==> config.mk <==
export PLATFORM = sky130hd
export DESIGN_NAME = atm_session_driver
export DESIGN_NICKNAME = d
export VERILOG_FILES = /design/src/rtl/atm_session_driver.sv
export SDC_FILE = /design/constraint.sdc
export NUM_CORES = 1
export LEC_CHECK = 0
export ABC_AREA = 1
export BUFFER_PORTS_ARGS = -buffer_cell sky130_fd_sc_hd__buf_2
export CAP_MARGIN = 20
export CELL_PAD_IN_SITES_DETAIL_PLACEMENT = 1
export CELL_PAD_IN_SITES_GLOBAL_PLACEMENT = 2
export CORE_AREA = 10 10 135 137
export DETAILED_ROUTE_END_ITERATION = 16
export DIE_AREA = 0 0 145 147
export GPL_ROUTABILITY_DRIVEN = 0
export PLACE_DENSITY_LB_ADDON = 0.1
export SYNTH_ARGS = -nofsm -noshare
export SYNTH_HDL_FRONTEND = slang
export SYNTH_SLANG_ARGS = --single-unit
==> constraint.sdc <==
create_clock -name clk -period 3.6 [get_ports clk]
set_input_delay 0.54 -clock clk [delete_from_list [all_inputs] [get_ports clk]]
set_output_delay 0.54 -clock clk [all_outputs]
set_load 0.01 [all_outputs]
==> src/rtl/atm_session_driver.sv <==
// atm_session_driver
//   Initiator-side sequencer for the ATM controller. It takes customer requests
//   (PIN, operation, amount) over a valid/ready interface, walks the ATM
//   through a card session (insert, language, PIN, operation, continue/eject)
//   and returns one status response per accepted request.
//
// Ports
//   clk, reset          rising-edge clock, asynchronous active-high reset
//   req_*               request channel (valid/ready, pin, opcode, amount,
//                       language, last = eject after this operation)
//   rsp_valid/status    one-cycle response pulse; status holds until next one
//   cardIn .. ejectCard drive signals toward the ATM
//   correctPassword ..  status flags from the ATM, sampled synchronously
//   ATM_Usage_Finished
module atm_session_driver #(
  parameter int TIMEOUT_CYCLES = 64,
  parameter int AMOUNT_W       = 32
) (
  input  logic                clk,
  input  logic                reset,
  input  logic                req_valid,
  output logic                req_ready,
  input  logic [3:0]          req_pin,
  input  logic [1:0]          req_opcode,
  input  logic [AMOUNT_W-1:0] req_amount,
  input  logic                req_language,
  input  logic                req_last,
  output logic                rsp_valid,
  output logic [1:0]          rsp_status,
  output logic                cardIn,
  output logic                Language,
  output logic [3:0]          password,
  output logic [1:0]          opCode,
  output logic [AMOUNT_W-1:0] inputAmount,
  output logic                moneyDeposited,
  output logic                Another_Operation,
  output logic                ejectCard,
  input  logic                correctPassword,
  input  logic                Balance_Shown,
  input  logic                Deposited_Successfully,
  input  logic                Withdrawed_Successfully,
  input  logic                ATM_Usage_Finished
);

  localparam int TW = $clog2(TIMEOUT_CYCLES + 1);

  typedef enum logic [3:0] {
    IDLE, INSERT, LANG, PIN, WAIT_PIN, OP, WAIT_DONE, EJECT, WAIT_FIN, RESP
  } state_t;

  typedef enum logic [1:0] {
    ST_OK, ST_BAD_PIN, ST_TIMEOUT, ST_SESSION_END
  } status_t;

  state_t                state, state_n;
  status_t               status_q, status_n;
  logic [TW-1:0]         timer;
  logic                  session_open;
  logic [3:0]            pin_q;
  logic [1:0]            op_q;
  logic [AMOUNT_W-1:0]   amt_q;
  logic                  lang_q;
  logic                  last_q;

  logic                  timed_out;
  logic                  in_wait;
  logic                  done_match;
  logic [1:0]            cur_op;
  logic [AMOUNT_W-1:0]   cur_amt;

  assign req_ready = (state == IDLE);

  // A chained request goes IDLE -> OP on the same edge it is latched, so the
  // OP drive values must come straight from the request bus in that case.
  assign cur_op  = (state == IDLE) ? req_opcode : op_q;
  assign cur_amt = (state == IDLE) ? req_amount : amt_q;

  always_comb begin
    state_n    = state;
    status_n   = status_q;
    timed_out  = (timer == TW'(TIMEOUT_CYCLES));
    in_wait    = (state == WAIT_PIN) || (state == WAIT_DONE) || (state == WAIT_FIN);
    done_match = 1'b0;
    case (op_q)
      2'b01:   done_match = Balance_Shown;
      2'b10:   done_match = Deposited_Successfully;
      2'b11:   done_match = Withdrawed_Successfully;
      default: done_match = 1'b0;
    endcase

    case (state)
      IDLE: begin
        if (req_valid) begin
          status_n = ST_OK;
          if (req_opcode == 2'b00) begin
            if (session_open) begin
              state_n = EJECT;
            end else begin
              state_n  = RESP;
              status_n = ST_SESSION_END;
            end
          end else if (session_open) begin
            state_n = OP;
          end else begin
            state_n = INSERT;
          end
        end
      end
      INSERT: state_n = LANG;
      LANG:   state_n = PIN;
      PIN:    state_n = WAIT_PIN;
      WAIT_PIN: begin
        if (correctPassword) begin
          state_n = OP;
        end else if (timed_out) begin
          state_n  = EJECT;
          status_n = ST_BAD_PIN;
        end
      end
      OP: state_n = WAIT_DONE;
      WAIT_DONE: begin
        if (done_match) begin
          status_n = ST_OK;
          state_n  = last_q ? EJECT : RESP;
        end else if (timed_out) begin
          state_n  = EJECT;
          status_n = ST_TIMEOUT;
        end
      end
      EJECT: state_n = WAIT_FIN;
      WAIT_FIN: begin
        if (ATM_Usage_Finished) begin
          state_n = RESP;
        end else if (timed_out) begin
          state_n = RESP;
          if (status_q == ST_OK) status_n = ST_TIMEOUT;
        end
      end
      RESP:    state_n = IDLE;
      default: state_n = IDLE;
    endcase
  end

  // ATM-side outputs are registered and loaded from state_n so that each one
  // is valid during the cycle of the state that owns it.
  always_ff @(posedge clk or posedge reset) begin
    if (reset) begin
      state             <= IDLE;
      status_q          <= ST_OK;
      timer             <= '0;
      session_open      <= 1'b0;
      pin_q             <= '0;
      op_q              <= '0;
      amt_q             <= '0;
      lang_q            <= 1'b0;
      last_q            <= 1'b0;
      rsp_valid         <= 1'b0;
      rsp_status        <= '0;
      cardIn            <= 1'b0;
      Language          <= 1'b0;
      password          <= '0;
      opCode            <= '0;
      inputAmount       <= '0;
      moneyDeposited    <= 1'b0;
      Another_Operation <= 1'b0;
      ejectCard         <= 1'b0;
    end else begin
      state    <= state_n;
      status_q <= status_n;

      if (state_n != state || !in_wait) timer <= '0;
      else                              timer <= timer + TW'(1);

      if (state == IDLE && req_valid) begin
        pin_q  <= req_pin;
        op_q   <= req_opcode;
        amt_q  <= req_amount;
        lang_q <= req_language;
        last_q <= req_last;
      end

      if (state == WAIT_PIN && correctPassword) session_open <= 1'b1;
      else if (state_n == EJECT)                 session_open <= 1'b0;

      if (state_n == INSERT)     cardIn <= 1'b1;
      else if (state_n == EJECT) cardIn <= 1'b0;

      if (state_n == LANG) Language <= lang_q;
      if (state_n == PIN)  password <= pin_q;
      if (state_n == OP) begin
        opCode      <= cur_op;
        inputAmount <= cur_amt;
      end

      if (state == WAIT_FIN && state_n == RESP) begin
        Language    <= 1'b0;
        password    <= '0;
        opCode      <= '0;
        inputAmount <= '0;
      end

      moneyDeposited    <= (state_n == OP) && (cur_op == 2'b10);
      ejectCard         <= (state_n == EJECT);
      Another_Operation <= (state == WAIT_DONE) && (state_n == RESP);
      rsp_valid         <= (state_n == RESP);
      if (state_n == RESP) rsp_status <= status_n;
    end
  end

endmodule
# Word-level counts from Yosys, hierarchy flattened
# Index checks and enable logic that the tools add are counted.
# classes
n_addsub,1
multipliers,0
n_div,0
n_lt_le_gt_ge,0
eq_ne,20
shift,0
n_mux,37
bitwise_logic,0
n_reduce_logical,17
# op_table
cell,n
2-to-1 mux 32 bit,3
2-to-1 mux 4 bit,11
case mux 4 bit (9 select lines),1
2-to-1 mux 2 bit,13
equality test 4 x 3 -> 1 bit (second input constant),6
equality test 4 x 2 -> 1 bit (second input constant),4
nonzero test 2 bit,5
equality test 4 x 1 -> 1 bit (second input constant),2
equality test 4 bit (second input constant),2
case mux 2 bit (4 select lines),1
adder 7 x 1 -> 7 bit (second input constant),1
equality test 7 bit (second input constant),1
2-to-1 mux 7 bit,1
equality test 2 bit (second input constant),3
logical AND 1 bit,5
2-to-1 mux 1 bit,5
logical NOT 2 bit,2
logical NOT 4 bit,1
inequality test 4 bit,1
logical OR 1 bit,3
2-to-1 mux 3 bit,1
case mux 1 bit (3 select lines),1
equality test 2 x 1 -> 1 bit (second input constant),1
logical NOT 1 bit,1
# totals
reg_bits,100
latch_bits,0
ramBits,0
mem_bits_ro,0
in_bits,48
output_inout_bits,47
wordCells,94
n_memories,0

# Longest topological paths before layout
# Gate-level depths: netlist of run 1.
# logic_depth
ltp_word,7
depth_mapped,13
depth_no_buf,12

# Worst setup path after synthesis of run 1
# No wires, ideal clock.
# synth_path
kind,flip-flop to flip-flop
startpoint,reg timer[0]
endpoint,reg opCode[0]
setup_time_ps,117
t_arrival_ps,1695
t_required_ps,3483
slack_ps,1788
path_stages_with_launch,14
n_path_buf,2
synth_period_minus_slack_ps,1812
path_cell_list,dfrtp_1 inv_1 ha_1 nand2_1 inv_1 nand3_1 nand3b_1 nand2_1 nand3_2 and2_4 buf_6 buf_12 nand3_2 nand2_1
# synth_via
elab_chain_len,7
elab_cells_between_ends,12
cone_classes,eq/ne (3); mux (7); reduce/logical (2)
# synth_lines
item,line_no,text
start: declaration,57,logic [TW-1:0] timer;
start signal: assignment,172,else timer <= timer + TW'(1);
equality test 7 bit *,81,timed_out = (timer == TW'(TIMEOUT_CYCLES));
"2-to-1 mux 4 bit, on equally long branches","134, 115, 125",
"2-to-1 mux 4 bit, on equally long branches","132, 113, 122",
case mux 4 bit (9 select lines) *,91,case (state)
via state_n[0],55,"state_t state, state_n;"
equality test 4 bit,195,if (state == WAIT_FIN && state_n == RESP) begin
logical AND 1 bit,195,
2-to-1 mux 2 bit or nonzero test 2 bit (tied branches),-,
end signal: assignment,191,opCode <= cur_op;
end: declaration,33,"output logic [1:0] opCode,"
# The timed path passes the listed nets; every way through them passes the cells marked *.
# A chain may end at the register's enable or synchronous reset.

# Worst setup path in the final report of run 1
# layout_path
startpoint,reg state[0]
endpoint,out req_ready
# layout_via
elab_chain_len,1
# layout_lines
item,line_no,text
start: declaration,55,
start signal: assignment,168,state <= state_n;
logical NOT 4 bit,71,assign req_ready = (state == IDLE);
end: declaration,22,"output logic req_ready,"
# Every way passes these cells.

==> summary.md, run 1 <==
| Metric | Value |
|---|---|
| Tmin final | 2900 ps |
| Worst slack, placed | 783 ps |
| Core Area | about 0.016 sq mm |
| Clk Latency, worst-skew pair | 350 ps |
| Setup crit end kind | primary output |
| Global-route wire length before repair | 24.4 mm |
| DR WL/cell | 16.6 microns |
| Clock power frac | 15.8% |
| Worst slew margin | between 40% and 50% |
| CTS tree | yes |
| # diodes | 0 |
| Number of remaining DRC errors | 0 |
| Cells after DPL | between 800 and 900 |
| Die ar. | 0.0213 sq mm |
| Fmax | 344 MHz |
| Mapped cell area | 0.00488 sq mm |
| GRT Total Usage | 14.0% |
| MaxCap Viol Count | 0 |
| Post-DP Area | 0.00551 sq mm |
| Vias in the first global route | 4620 |
| Initial antenna violation count | 0 |
| Max FO, Critical Path | 45 |
| IO buf count | 94 |
| Root Buffer | clkbuf_16 |
| Grt ovf | 0 |
| PwrDens | 937 mW/mm^2 |
| Post-CTS Resized | 0 |
| Register bit total from synthesis | 100 |
| CP Class | register to primary output |
| Setup WS post-layout | 696 ps |
| CP Buf/Inv Count | 3 |
| Syn Nets | between 600 and 700 |
| Starting Density | between 30% and 40% |
| Vias per cell | around 4.8 |
| Synth Instances | 584 |
| Worst Path Required | 3060 ps |
| Fraction of layout cells with a size suffix above 1 | 22.3% |
| EDFF count, synth | 0 |
| R2R Setup Slk | around 840 ps |
| Fin Setup TNS | 0 ps |
| First DRT Iteration DRCs | around 180 |
| Max stage delay on crit path | 540 ps |
| Asr flop ratio synth | 100% |
| CTS sink cnt | 100 |
| Total power | about 5400 uW |
| Net Sw Power | 2540 uW |
| Distinct cells, synth | 36 |
| Clock Tree Buf Depth | 2 |
| Num CTS Buffers | 9 |
| Worst slew pin tran | approximately 860 ps |
| Hold crit path type | primary input to asynchronous set/reset pin |
| Combinational group share of total power | 49.2% |
| Worst VDD drop | 0.329 mV |
| Die X-Extent | 145 microns |
| Main synth FF type | dfrtp_1 |
| Fin. max-slew vios | 0 |
| M1 wire length | ~6.6 mm |
| Fin area | between 0.005 and 0.006 sq mm |
| P&R area growth vs syn | 17.8% |
| Fin crit share | around 81% |
| Ports | 95 |
| Sequential element share of the synthesized area | 51.3% |
| Top Layer Used | met4 |
| Post-Route WL | 14.6 mm |
| YS warnings | 0 |
| Post-CTS setup buffers | 0 |
| Flop pwr share | 35.0% |
| Setup violators final | 0 |
| Synth Area per Inst | 8.35 sq um |
| Share of the synthesized area in the top cell type | 51.3% |
| Largest net degree at the start of global routing | 94 |
| Post-DRT Antenna Nets | 0 |
| Fill count | about 1.9k |
| Arr. time, crit path | roughly 2400 ps |
| Layout Skew | 8.12 ps |
| Met2 WL post-DR | 7.25 mm |
| Layout Cells excl Fill | 880 |
| Worst path top cell family by delay | buffers and inverters |
| Endpoints failing hold | 0 |
| Hold buffer count at CTS | 0 |
| Die H | roughly 150 microns |
| Clock-pin slew on the worst setup and hold paths | 60 ps |
| Largest area contributor in the netlist | dfrtp_1 |
| Leakage | 0.00298 uW |
| P_int | 2850 uW |
| Area contributors post-synth | dfrtp_1 51%, nand2_1 12%, o21ai_0 8.0% |
| Vias | roughly 4.2k |
| Nets | slightly above 700 |
| Slowest stage cell, crit path | dfrtp_1 |
| First-pass DRT Iterations | 4 |
| Post-DP HPWL | 10.1 mm |
| # rows | between 40 and 50 |
| Htree depth | 3 |
| Crit path launch type | register |
| CP Cell Sequence | nor2_4 > nand2_1 > buf_4 > clkinv_1 > buf_2 |
| Met3 wire length | 494 microns |
| Outcome | completed |
| RSZ-0062 raised after global routing | false |
| Sw Ratio | between 40% and 50% |
==> registers in the layout (all words and copies together) (netlist names), 4 cells and up <==
name and cells:
amt_q 32, inputAmount 32, password 4, pin_q 4
state 4, timer 7
==> per-layer routing <==
layer | global-route usage, % | up-vias
li1 | - | 2046
met1 | 16.9 | 2071
met2 | 24.4 | 68
met3 | 2.67 | 18
met4 | 5.11 | 0
met5 | 0 | -
==> power by group through the flow <==
stage	registers, uW	logic, uW	clock network [uW]
2_1_floorplan	1920	1930	0
3_3_place_gp	1890	2660	0
3_5_place_dp	1910	2720	0
4_1_cts	1890	2730	885
5_1_grt	1940	3060	928
6_report	1890	2650	849
==> kinds of logic after synthesis <==
group | after synthesis | synth area share [%]
adders and majority gates | 2 | 0.513
AOI/OAI and AO/OA | 89 | 9.34
and+or+nand+nor | 293 | 29.5
xor gates and xnor gates | 5 | 0.898
buffers and inverters | 95 | 8.49
DFF | 100 | 51.3
==> path summary, 6_finish.rpt <==
check                         startpoint               to  cells after the start
setup / recovery                state[0]        req_ready                      5
hold / removal                     reset        amt_q[22]                      2
setup reg to reg                state[3]  inputAmount[27]                      8
hold reg to reg            rsp_status[1]    rsp_status[1]                      2
max in group asynchronous          reset      password[0]                      3
min in group clk              req_pin[2]         pin_q[2]                      3
==> worst register-to-register path, cell delays in order, from the launching register on <==
cell,delay [ps]
dfrtp_1,490
nor2_4,260
nand3_4,420
nand3_1,230
nor2_1,70
nand3_2,130
nand3_2,690
nand3_1,290
nand2_1,90
==> layout by cell type, fill, tap and decap left out, types with 3 or more instances in the layout <==
master | Yosys | layout
dfrtp_1 | 100 | 100
clkbuf_16 | 0 | 9
nand3b_1 | 5 | 5
o21ai_0 | 78 | 78
nand3_1 | 76 | 75
nand2_1 | 151 | 150
buf_4 | 1 | 5
inv_1 | 60 | 59
nor3_1 | 8 | 8
buf_2 | 11 | 94
xor2_1 | 4 | 4
o21ai_1 | 4 | 4
nand3_2 | 23 | 24
nor2_1 | 16 | 16
nor2_4 | 3 | 3
==> per-stage QoR <==
| step | utilization [%] | hold slack, ps |
|---|---|---|
| finish | 36.8 | 74.4 |
| global route | 36.8 | 79.7 |
| CTS | 36.8 | 63.7 |
| detailed placement | 35.3 | 440 |
| global placement | 35.3 | 441 |
| floorplan | - | 449 |
==> cell usage after synthesis (2+ instances only) <==
cell and instances:
buf_12 2, nor2_1 16, buf_1 2, nand2_1 151, o21ai_0 78, dfrtp_1 100, nand4_1 2, nand3_2 23
nor2_2 2, inv_1 60, xor2_1 4, inv_2 2, a31oi_1 2, nand3b_1 5, clkbuf_1 14, nand3_1 76
buf_2 11, nor3_1 8, ha_1 2, o21ai_1 4, a21oi_1 2, clkinv_1 2, nor2_4 3
==> area by class of cell <==
class                      count  area (sq um)  share of cell area (%)
multi-input combinational    389          1970                    34.3
sequential                   100          2500                    43.5
inverter                      64           243                    4.22
clock buffer                  10           229                    3.98
clock inverter                 1          5.00                  0.0871
timing repair buffer         100           528                    9.19
tap                          216           270                    4.70
Note: power is estimated with default switching activity, not from simulation.
==> run 2: changes to the inputs <==
Settings changed: CORE_AREA 10 10 135 137 to 10 10 141 143, DIE_AREA 0 0 145 147 to 0 0 151 153.
Clock period 3.6 ns to 2.6 ns, I/O delays scaled along.
==> run 2 against run 1 <==
- non-clock buffer count up 5
- worst setup slack worse by 370 ps
- register-to-register slack got worse by 450 ps
- wire length grew 3.4%
- clock skew increased by 1.9 ps
==> summary.md, run 2 (synthesized netlist as in run 1, its figures left out) <==
| Metric | Value |
|---|---|
| Outcome | completed |
| Worst r2r src | state[3] |
| CP Cell Sequence | nor2_4 > nand2_1 > clkinvlp_4 > buf_2 |
| Fin Setup TNS | 0 ps |
| Clock-pin slew on the worst setup and hold paths | 70 ps |
| Starting Density | 28.6% |
| Die H | 153 microns |
| Crit path launch type | register |
| Setup violators final | 0 |
| Largest regs | amt_q: 32 flops, inputAmount: 32 flops, timer: 7 flops |
| Global-route wire length before repair | roughly 25 mm |
| CP Launch Point | state[3] |
| First DRT Iteration DRCs | between 200 and 250 |
| # diodes | 0 |
| Clock Tree Buf Depth | 2 |
| First-pass DRT Iterations | 4 |
| Hold buffer count at CTS | 0 |
| Worst slack, placed | 431 ps |
| Max stage delay on crit path | 560 ps |
| Die X-Extent | roughly 150 microns |
| Commonest non-fill, non-tap cell in the layout | nand2_1 |
| Hold crit path type | primary input to asynchronous set/reset pin |
| Cell count along the critical path | 4 |
| Most frequent cells in the layout | 151 x nand2_1, 100 x dfrtp_1, 94 x buf_2, 78 x o21ai_0, 75 x nand3_1 |
| Number of remaining DRC errors | 0 |
| GRT Total Usage | 13.6% |
| Fill count | 2095 |
| CP Class | register to primary output |
| PwrDens | 1320 mW/mm^2 |
| Max FO, Critical Path | 19 |
| Fin. max-slew vios | 0 |
| Largest net degree at the start of global routing | 101 |
| CTS sink cnt | 100 |
| Fin crit share | 87.7% |
| Fmax | between 400 and 500 MHz |
| Worst slew margin | approximately 60% |
| DR WL/cell | approximately 17 microns |
| Die ar. | about 0.023 sq mm |
| Worst VDD drop | 0.544 mV |
| Worst path top cell family by delay | buffers and inverters |
| Worst Path Required | 2210 ps |
| Worst slew pin tran | 600 ps |
| # rows | 48 |
| Worst r2r path cells | 10 |
| Layout Skew | between 10 and 15 ps |
| Nets | 719 |
| Num CTS Buffers | 9 |
| Worst hold slack | 152 ps |
| Tmin final | 2280 ps |
| Vias | 4209 |
| RSZ-0062 raised after global routing | false |
| Root Buffer | clkbuf_16 |
| Core Area | about 0.017 sq mm |
| Slowest stage cell, crit path | dfrtp_1 |
| Fraction of layout cells with a size suffix above 1 | 22.9% |
| Arr. time, crit path | 1890 ps |
| CTS tree | yes |
| Initial antenna violation count | 0 |
| Setup WS post-layout | around 320 ps |
| Vias per cell | 4.69 |
| Ports | 95 |
| Endpoints failing hold | 0 |
| Post-DRT Antenna Nets | 0 |
| Leakage | 0.00301 uW |
| CP Buf/Inv Count | 2 |
| R2R Setup Slk | 390 ps |
| Grt ovf | 0 |
| Setup crit end kind | primary output |
| MaxCap Viol Count | 0 |
| Htree depth | 3 |
| Vias in the first global route | 4707 |
| P&R area growth vs syn | 19.7% |
| Clk Latency, worst-skew pair | 350 ps |
| Total power | 7690 uW |
| IO buf count | 94 |
| Post-Route WL | 15.1 mm |
| Post-DP Area | between 0.005 and 0.006 sq mm |
| Fin area | around 0.0058 sq mm |
| Post-DP HPWL | around 10 mm |
## run 2: cell count changes in the layout (fill, tap and decap cells not counted), sizes merged
cell      change
buf           +5
clkbuf        +3
clkinv        -1
clkinvlp      +3
inv           -1
## run 2: final cells by class
class,instances,area (sq um),area share [%]
Inverter,64,248,4.24
Timing Repair Buffer,105,591,10.1
Multi-Input combinational cell,389,1970,33.7
Clock inverter,2,12.5,0.214
Clock buffer,13,240,4.11
Sequential cell,100,2500,42.8
Tap cell,225,282,4.82
## run 2: final timing paths
| kind | end |
|---|---|
| worst min-delay path | amt_q[20] |
| worst min register to register | amt_q[11] |
| worst max register to register | session_open |
| max in group asynchronous | timer[6] |
| worst max-delay path | req_ready |
| min in group clk | pin_q[2] |
## run 2: what timing repair did
item | in CTS | in global routing
setup endpoints to repair | 0 | 1
gates resized for setup | 0 | 1
setup buffers | 0 | 0
## run 2: per-stage QoR
| stage | utilization, % | std cells |
|---|---|---|
| floorplan | - | 584 |
| global placement | 32.7 | 883 |
| detailed placement | 32.7 | 883 |
| CTS | 34.2 | 898 |
| global route | 34.3 | 898 |
| finish | 34.3 | 898 |
## run 2: per-layer routing
layer / GRT usage (%) / part of all wire [%] / up-vias
li1: - / - / 2055
met2: 23.0 / 49 / 64
met1: 16.7 / 45 / 2077
met3: 3.45 / 4.5 / 13
met5: 0 / 0 / -
met4: 3.53 / 1.3 / 0
## run 2: report_power, final
part	total (uW)	switching, uW	leakage, uW	internal (uW)
logic	3860	2610	0.00162	1250
clock network	1220	577	0.000120	645
registers	2610	395	0.00127	2210
total	7690	3580	0.00301	4110
## run 2: worst reg2reg max path, cell delays in order (launching register included)
cell	delay (ps)
dfrtp_1	510
nor2_4	270
nand2_1	190
buf_4	220
nor2_1	110
nor2_1	70
nand3_2	110
buf_4	270
nand3_1	160
inv_1	120
o21ai_1	70
